## config.mk

```make
export PLATFORM = sky130hd
export DESIGN_NAME = alu_sequencer_flat
export DESIGN_NICKNAME = d
export VERILOG_FILES = /design/src/rtl/alu_sequencer_if.sv /design/src/rtl/alu_sequencer.sv /design/src/flat_wrapper.sv
export SDC_FILE = /design/constraint.sdc
export NUM_CORES = 1
export LEC_CHECK = 0
export BUFFER_PORTS_ARGS = -buffer_cell sky130_fd_sc_hd__buf_2
export CELL_PAD_IN_SITES_DETAIL_PLACEMENT = 0
export CELL_PAD_IN_SITES_GLOBAL_PLACEMENT = 1
export CORE_MARGIN = 2
export CORE_UTILIZATION = 35
export CTS_CLUSTER_DIAMETER = 120
export CTS_CLUSTER_SIZE = 10
export DETAILED_ROUTE_END_ITERATION = 16
export GPL_TIMING_DRIVEN = 1
export PLACE_DENSITY = 0.71
export SLEW_MARGIN = 25
export SYNTH_ARGS = -nofsm -noshare
export SYNTH_HDL_FRONTEND = slang
export SYNTH_SLANG_ARGS = --single-unit
```

## constraint.sdc

```tcl
create_clock -name clk -period 2.3 [get_ports clk]
set_clock_uncertainty 0.1 [all_clocks]
set_input_delay 0.115 -clock clk [delete_from_list [all_inputs] [get_ports clk]]
set_output_delay 0.115 -clock clk [all_outputs]
set_load 0.005 [all_outputs]
```

## src/rtl/alu_sequencer_if.sv

```systemverilog
// alu_sequencer_if: program memory and datapath control bus between sequencer and accumulator datapath
interface alu_sequencer_if #(parameter int PC_W = 12);
  logic [PC_W-1:0] prog_addr;
  logic [7:0] prog_data;
  logic [3:0] operand;
  logic [2:0] alu_sel;
  logic bus_en;
  logic accu_en;
  logic out_en;
  logic [1:0] alu_flags;
  modport master (
    output prog_addr, operand, alu_sel, bus_en, accu_en, out_en,
    input  prog_data, alu_flags
  );
  modport slave (
    input  prog_addr, operand, alu_sel, bus_en, accu_en, out_en,
    output prog_data, alu_flags
  );
endinterface

```

## src/rtl/alu_sequencer.sv

```systemverilog
// alu_sequencer: fetch/decode/execute controller for the 4-bit accumulator datapath
module alu_sequencer #(parameter int PC_W = 12) (
  input  logic clk,
  input  logic reset,
  input  logic start,
  alu_sequencer_if.master bus,
  output logic carry,
  output logic zero,
  output logic busy,
  output logic halted
);
  typedef enum logic [2:0] {IDLE, FETCH, DECODE, EXEC, FETCH2, JUMP, HALTED} state_t;
  state_t state, state_nxt;
  logic [PC_W-1:0] pc, pc_nxt;
  logic [7:0] ir;
  logic [3:0] op, dop;
  logic [11:0] tgt;
  logic ex, alu_op, taken;
  always_comb begin
    op = ir[7:4];
    dop = bus.prog_data[7:4];
    tgt = {ir[3:0], bus.prog_data};
    ex = state == EXEC;
    alu_op = op >= 4'h1 && op <= 4'h4;
    taken = op == 4'h6 || (op == 4'h7 && carry) || (op == 4'h8 && zero) || (op == 4'h9 && !zero);
    state_nxt = state;
    pc_nxt = pc;
    case (state)
      IDLE: state_nxt = start ? FETCH : IDLE;
      FETCH: state_nxt = DECODE;
      DECODE: begin
        pc_nxt = pc + PC_W'(1);
        state_nxt = dop == 4'hF ? HALTED : (dop >= 4'h6 && dop <= 4'h9) ? FETCH2 : EXEC;
      end
      EXEC: state_nxt = FETCH;
      FETCH2: state_nxt = JUMP;
      JUMP: begin
        // not-taken jumps step past the target byte
        pc_nxt = taken ? tgt[PC_W-1:0] : pc + PC_W'(1);
        state_nxt = FETCH;
      end
      default: state_nxt = state;
    endcase
    bus.operand = ex ? ir[3:0] : 4'h0;
    bus.alu_sel = !ex ? 3'd0 : op == 4'h1 ? 3'd2 : op == 4'h2 ? 3'd3 : op == 4'h3 ? 3'd1 : op == 4'h4 ? 3'd4 : 3'd0;
    bus.bus_en = ex && alu_op;
    bus.accu_en = ex && alu_op && op != 4'h3;
    bus.out_en = ex && op == 4'h5;
    busy = state != IDLE && state != HALTED;
    halted = state == HALTED;
  end
  always_ff @(posedge clk) begin
    if (reset) begin
      state <= IDLE;
      pc <= '0;
      ir <= '0;
      bus.prog_addr <= '0;
      carry <= 1'b0;
      zero <= 1'b0;
    end else begin
      state <= state_nxt;
      pc <= pc_nxt;
      if (state == DECODE) ir <= bus.prog_data;
      if (state_nxt == FETCH || state_nxt == FETCH2) bus.prog_addr <= pc_nxt;
      if (ex && alu_op) {zero, carry} <= bus.alu_flags;
    end
  end
endmodule

```

## src/flat_wrapper.sv

```systemverilog
// flat-port wrapper written by rule: the top's interface ports become plain ports
module alu_sequencer_flat 
#(parameter int PC_W = 12)
  (clk, reset, start, carry, zero, busy, halted, bus_prog_addr, bus_operand, bus_alu_sel, bus_bus_en, bus_accu_en, bus_out_en, bus_prog_data, bus_alu_flags);
  alu_sequencer_if #(.PC_W(PC_W)) bus_i ();
  input  logic clk;
  input  logic reset;
  input  logic start;
  output logic carry;
  output logic zero;
  output logic busy;
  output logic halted;
  output wire logic [$bits(bus_i.prog_addr)-1:0] bus_prog_addr;
  output wire logic [$bits(bus_i.operand)-1:0] bus_operand;
  output wire logic [$bits(bus_i.alu_sel)-1:0] bus_alu_sel;
  output wire logic [$bits(bus_i.bus_en)-1:0] bus_bus_en;
  output wire logic [$bits(bus_i.accu_en)-1:0] bus_accu_en;
  output wire logic [$bits(bus_i.out_en)-1:0] bus_out_en;
  input wire logic [$bits(bus_i.prog_data)-1:0] bus_prog_data;
  input wire logic [$bits(bus_i.alu_flags)-1:0] bus_alu_flags;
  assign bus_prog_addr = bus_i.prog_addr;
  assign bus_operand = bus_i.operand;
  assign bus_alu_sel = bus_i.alu_sel;
  assign bus_bus_en = bus_i.bus_en;
  assign bus_accu_en = bus_i.accu_en;
  assign bus_out_en = bus_i.out_en;
  assign bus_i.prog_data = bus_prog_data;
  assign bus_i.alu_flags = bus_alu_flags;
  alu_sequencer #(.PC_W(PC_W)) u_core (.clk(clk), .reset(reset), .start(start), .bus(bus_i), .carry(carry), .zero(zero), .busy(busy), .halted(halted));
endmodule
```

==> flow_summary_export.csv <==
group,metric,value,unit
run_status,status,"finished, final reports clean",
placement,place_congestion,0.819,
floorplan,ios,39,
floorplan,die_y,78.8,µm
cts,clkSlewWorstSetupHoldPaths,0.08,ns
timing,rsz0062_at_grt,"no",
timing,tightest_slew,0.651,ns
layout,n_antenna_cell,0,
placement,numPortBuffers,38,
drt,drc,0,
worst_setup_path,cp_data_arrival_time,2.18,ns
logic_synthesis,ys_ff_latch,37,
global_route,grt_usage,16.2,%
floorplan,fp.dieW,78.8,µm
worst_setup_path,critPathLaunchType,"flip-flop",
worst_setup_path,endpoint_kind,"flip-flop",
layout,fillCellCount,594,
drt,wirelength,4890,µm
layout,syn_to_final_growth,22.5,%
drt,drt-pass1-iter-count,4,
logic_synthesis,avgSynthCellArea,8.20,µm²
global_route,antenna_found_initial,0,
logic_synthesis,ys_warn_count,0,
timing,fin_crit_sh,92.3,%
logic_synthesis,synth_ff_type,"dfxtp_1",
timing,period_needed,2.12,ns
power,ir_drop,0.241,mV
floorplan,die-area,6220,µm²
drt,post_drt_wl_per_cell,13.7,µm
timing,slew_headroom,56.6,%
logic_synthesis,synth_top_area_share,37.8,%
hold_path,hold_depth,3,
worst_setup_path,rr_worst_depth,6,
hold_path,hold_class,"input port to flip-flop",
global_route,grt_pass1_wl,7960,µm
worst_setup_path,required,2.36,ns
cts,clockBufferDepth,2,
floorplan,start_util,35.8,%
cts,cts_tree,"yes",
drt,ant_nets,0,
worst_setup_path,path_max_fanout,11,
flow_run,max-cap-violations,0,
logic_synthesis,synth.distinct_cells,57,
cts,cts-root-buf,"clkbuf_8",
logic_synthesis,ys_top_cells_by_area,"dfxtp_1, nor2_1, nand2_1",
cts,clock-sinks,37,
timing,finalSetupViolations,0,
logic_synthesis,ys_seq_area_share,37.8,%
placement,hpwl,3460,µm
timing,hold_viol,0,
logic_synthesis,synth_edf_count,0,
logic_synthesis,postSynth.asyncResetShare,0,%
power,leakagePower,0.986,nW
logic_synthesis,syn_area,1960,µm²
layout,finish.utilization,43.9,%
layout,drive_above_1_share,23.5,%
worst_setup_path,worstSetupPathType,"flip-flop to flip-flop",
logic_synthesis,synth_nets,253,
global_route,grt_pass1_vias,1568,
cts,post_cts_buffers,0,
logic_synthesis,yosys.cell_count.top_type,"dfxtp_1",
power,powerDensity,624,nW/µm²
timing,maxSlewViolCount,0,
layout,final_nets,298,
timing,setup-tns-final,0,ns
drt,drt_first_iter_violations,113,
cts,h-tree-depth,2,
global_route,grt_start_max_net_pins,38,
cts,cts_made_buffers,5,
logic_synthesis,netlist_top_cells_count,"dfxtp_1, nor2_1, nand2_1, a21oi_1, o21ai_0",
cts,clk_latency,0.30,ns
logic_synthesis,syn-instance-count,239,
drt,vias,1856,
timing,max_clock_freq,0.471,GHz
drt,drt-vias-per-instance,5.20,
logic_synthesis,synth_area_leader_cell,"dfxtp_1",
floorplan,core_area,5470,µm²
global_route,grt_overflow_total,0,
floorplan,row_count,27,
[state kept, by name (all words and copies together) (netlist names)]
register	cells
u_core.pc	12
u_core.carry	1
u_core.bus.prog_addr	12
u_core.ir	8
u_core.state	3
u_core.zero	1
[per-stage QoR]
| stage | setup slack (ns) | std cells | power (mW) | hold slack [ns] | cell area, µm² |
|---|---|---|---|---|---|
| after floorplan | 0.427 | 239 | 0.922 | 0.151 | 1960 |
| after global placement | 0.282 | 342 | 1.01 | 0.251 | 2230 |
| after detailed placement | 0.170 | 342 | 1.02 | 0.258 | 2230 |
| after CTS | 0.151 | 357 | 1.51 | 0.0138 | 2390 |
| after global routing | 0.0272 | 357 | 1.58 | 0.0234 | 2400 |
| final | 0.178 | 357 | 1.50 | 0.0178 | 2400 |
[layer usage]
metal | global-route usage [%] | wire length (µm) | share of wire, %
met1 | 23.3 | 2500 | 51
met5 | 0 | 0 | 0
met4 | 5.17 | 67 | 1.4
met3 | 3.41 | 220 | 4.5
met2 | 24.1 | 2100 | 43
[critical path: stages (launching register included)]
cell and delay (ns):
dfxtp_1 0.55, and3b_4 0.28, a32oi_2 0.11, a31o_1 0.26, buf_4 0.17, a221oi_1 0.39, a211oi_1 0.13
[final timing paths]
path / slack, ns / to / start
min reg2reg: 0.38 / u_core.ir[2] / u_core.ir[2]
min: 0.02 / u_core.ir[4] / bus_prog_data[4]
max reg2reg: 0.18 / u_core.bus.prog_addr[10] / u_core.ir[6]
max: 0.18 / u_core.bus.prog_addr[10] / u_core.ir[6]
[layout make-up]
type | count | area, µm² | area share [%]
clock buffers | 6 | 82.6 | 3.44
clock inverters | 2 | 13.8 | 0.573
inverters | 6 | 22.5 | 0.938
multi-input cells | 180 | 1120 | 46.8
flip-flops and latches | 37 | 741 | 30.8
well taps | 72 | 90.1 | 3.75
repair buffers | 54 | 328 | 13.7
[power breakdown]
group	internal, mW	switching, mW
combinational	0.127	0.153
sequential	0.692	0.0386
clock	0.243	0.245
[layout by cell type (no fill, tap or decap), types with 2 or more instances in the layout]
cell,instances
nor2b_1,5
clkbuf_8,6
a21oi_1,16
a211oi_1,8
nand2b_1,2
a22oi_1,4
buf_4,9
nor3b_1,2
nor2_1,30
a32oi_1,2
nor3_1,3
mux2i_1,2
o21ai_0,9
nand2_1,28
xor2_1,3
or2_2,3
and2_1,5
a311oi_1,7
and3b_1,3
or2_1,3
o21ai_1,2
nand4_1,2
inv_1,6
nand3_1,5
a221oi_1,3
xnor2_1,3
dfxtp_1,37
buf_2,38
dlygate4sd3_1,7
o211ai_1,2
[kinds of logic (layout without fill, tap and decap cells)]
group / count (synthesis) / count (layout) / share of synthesized area, %
buffers and inverters: 22 / 68 / 5.23
and+or+nand+nor: 102 / 102 / 26.5
muxes: 2 / 2 / 1.02
AOI/OAI and AO/OA: 69 / 69 / 26.2
xor gates and xnor gates: 6 / 6 / 2.68
adders and majority gates: 1 / 1 / 0.638
DFF: 37 / 37 / 37.8
[timing repair]
action / in CTS / in global routing
setup endpoints to repair: 0 / 4
hold buffers: 7 / 0
endpoints found under the hold margin: 7 / 0
resized for setup: 0 / 1
(Power assumes the default switching activity.)
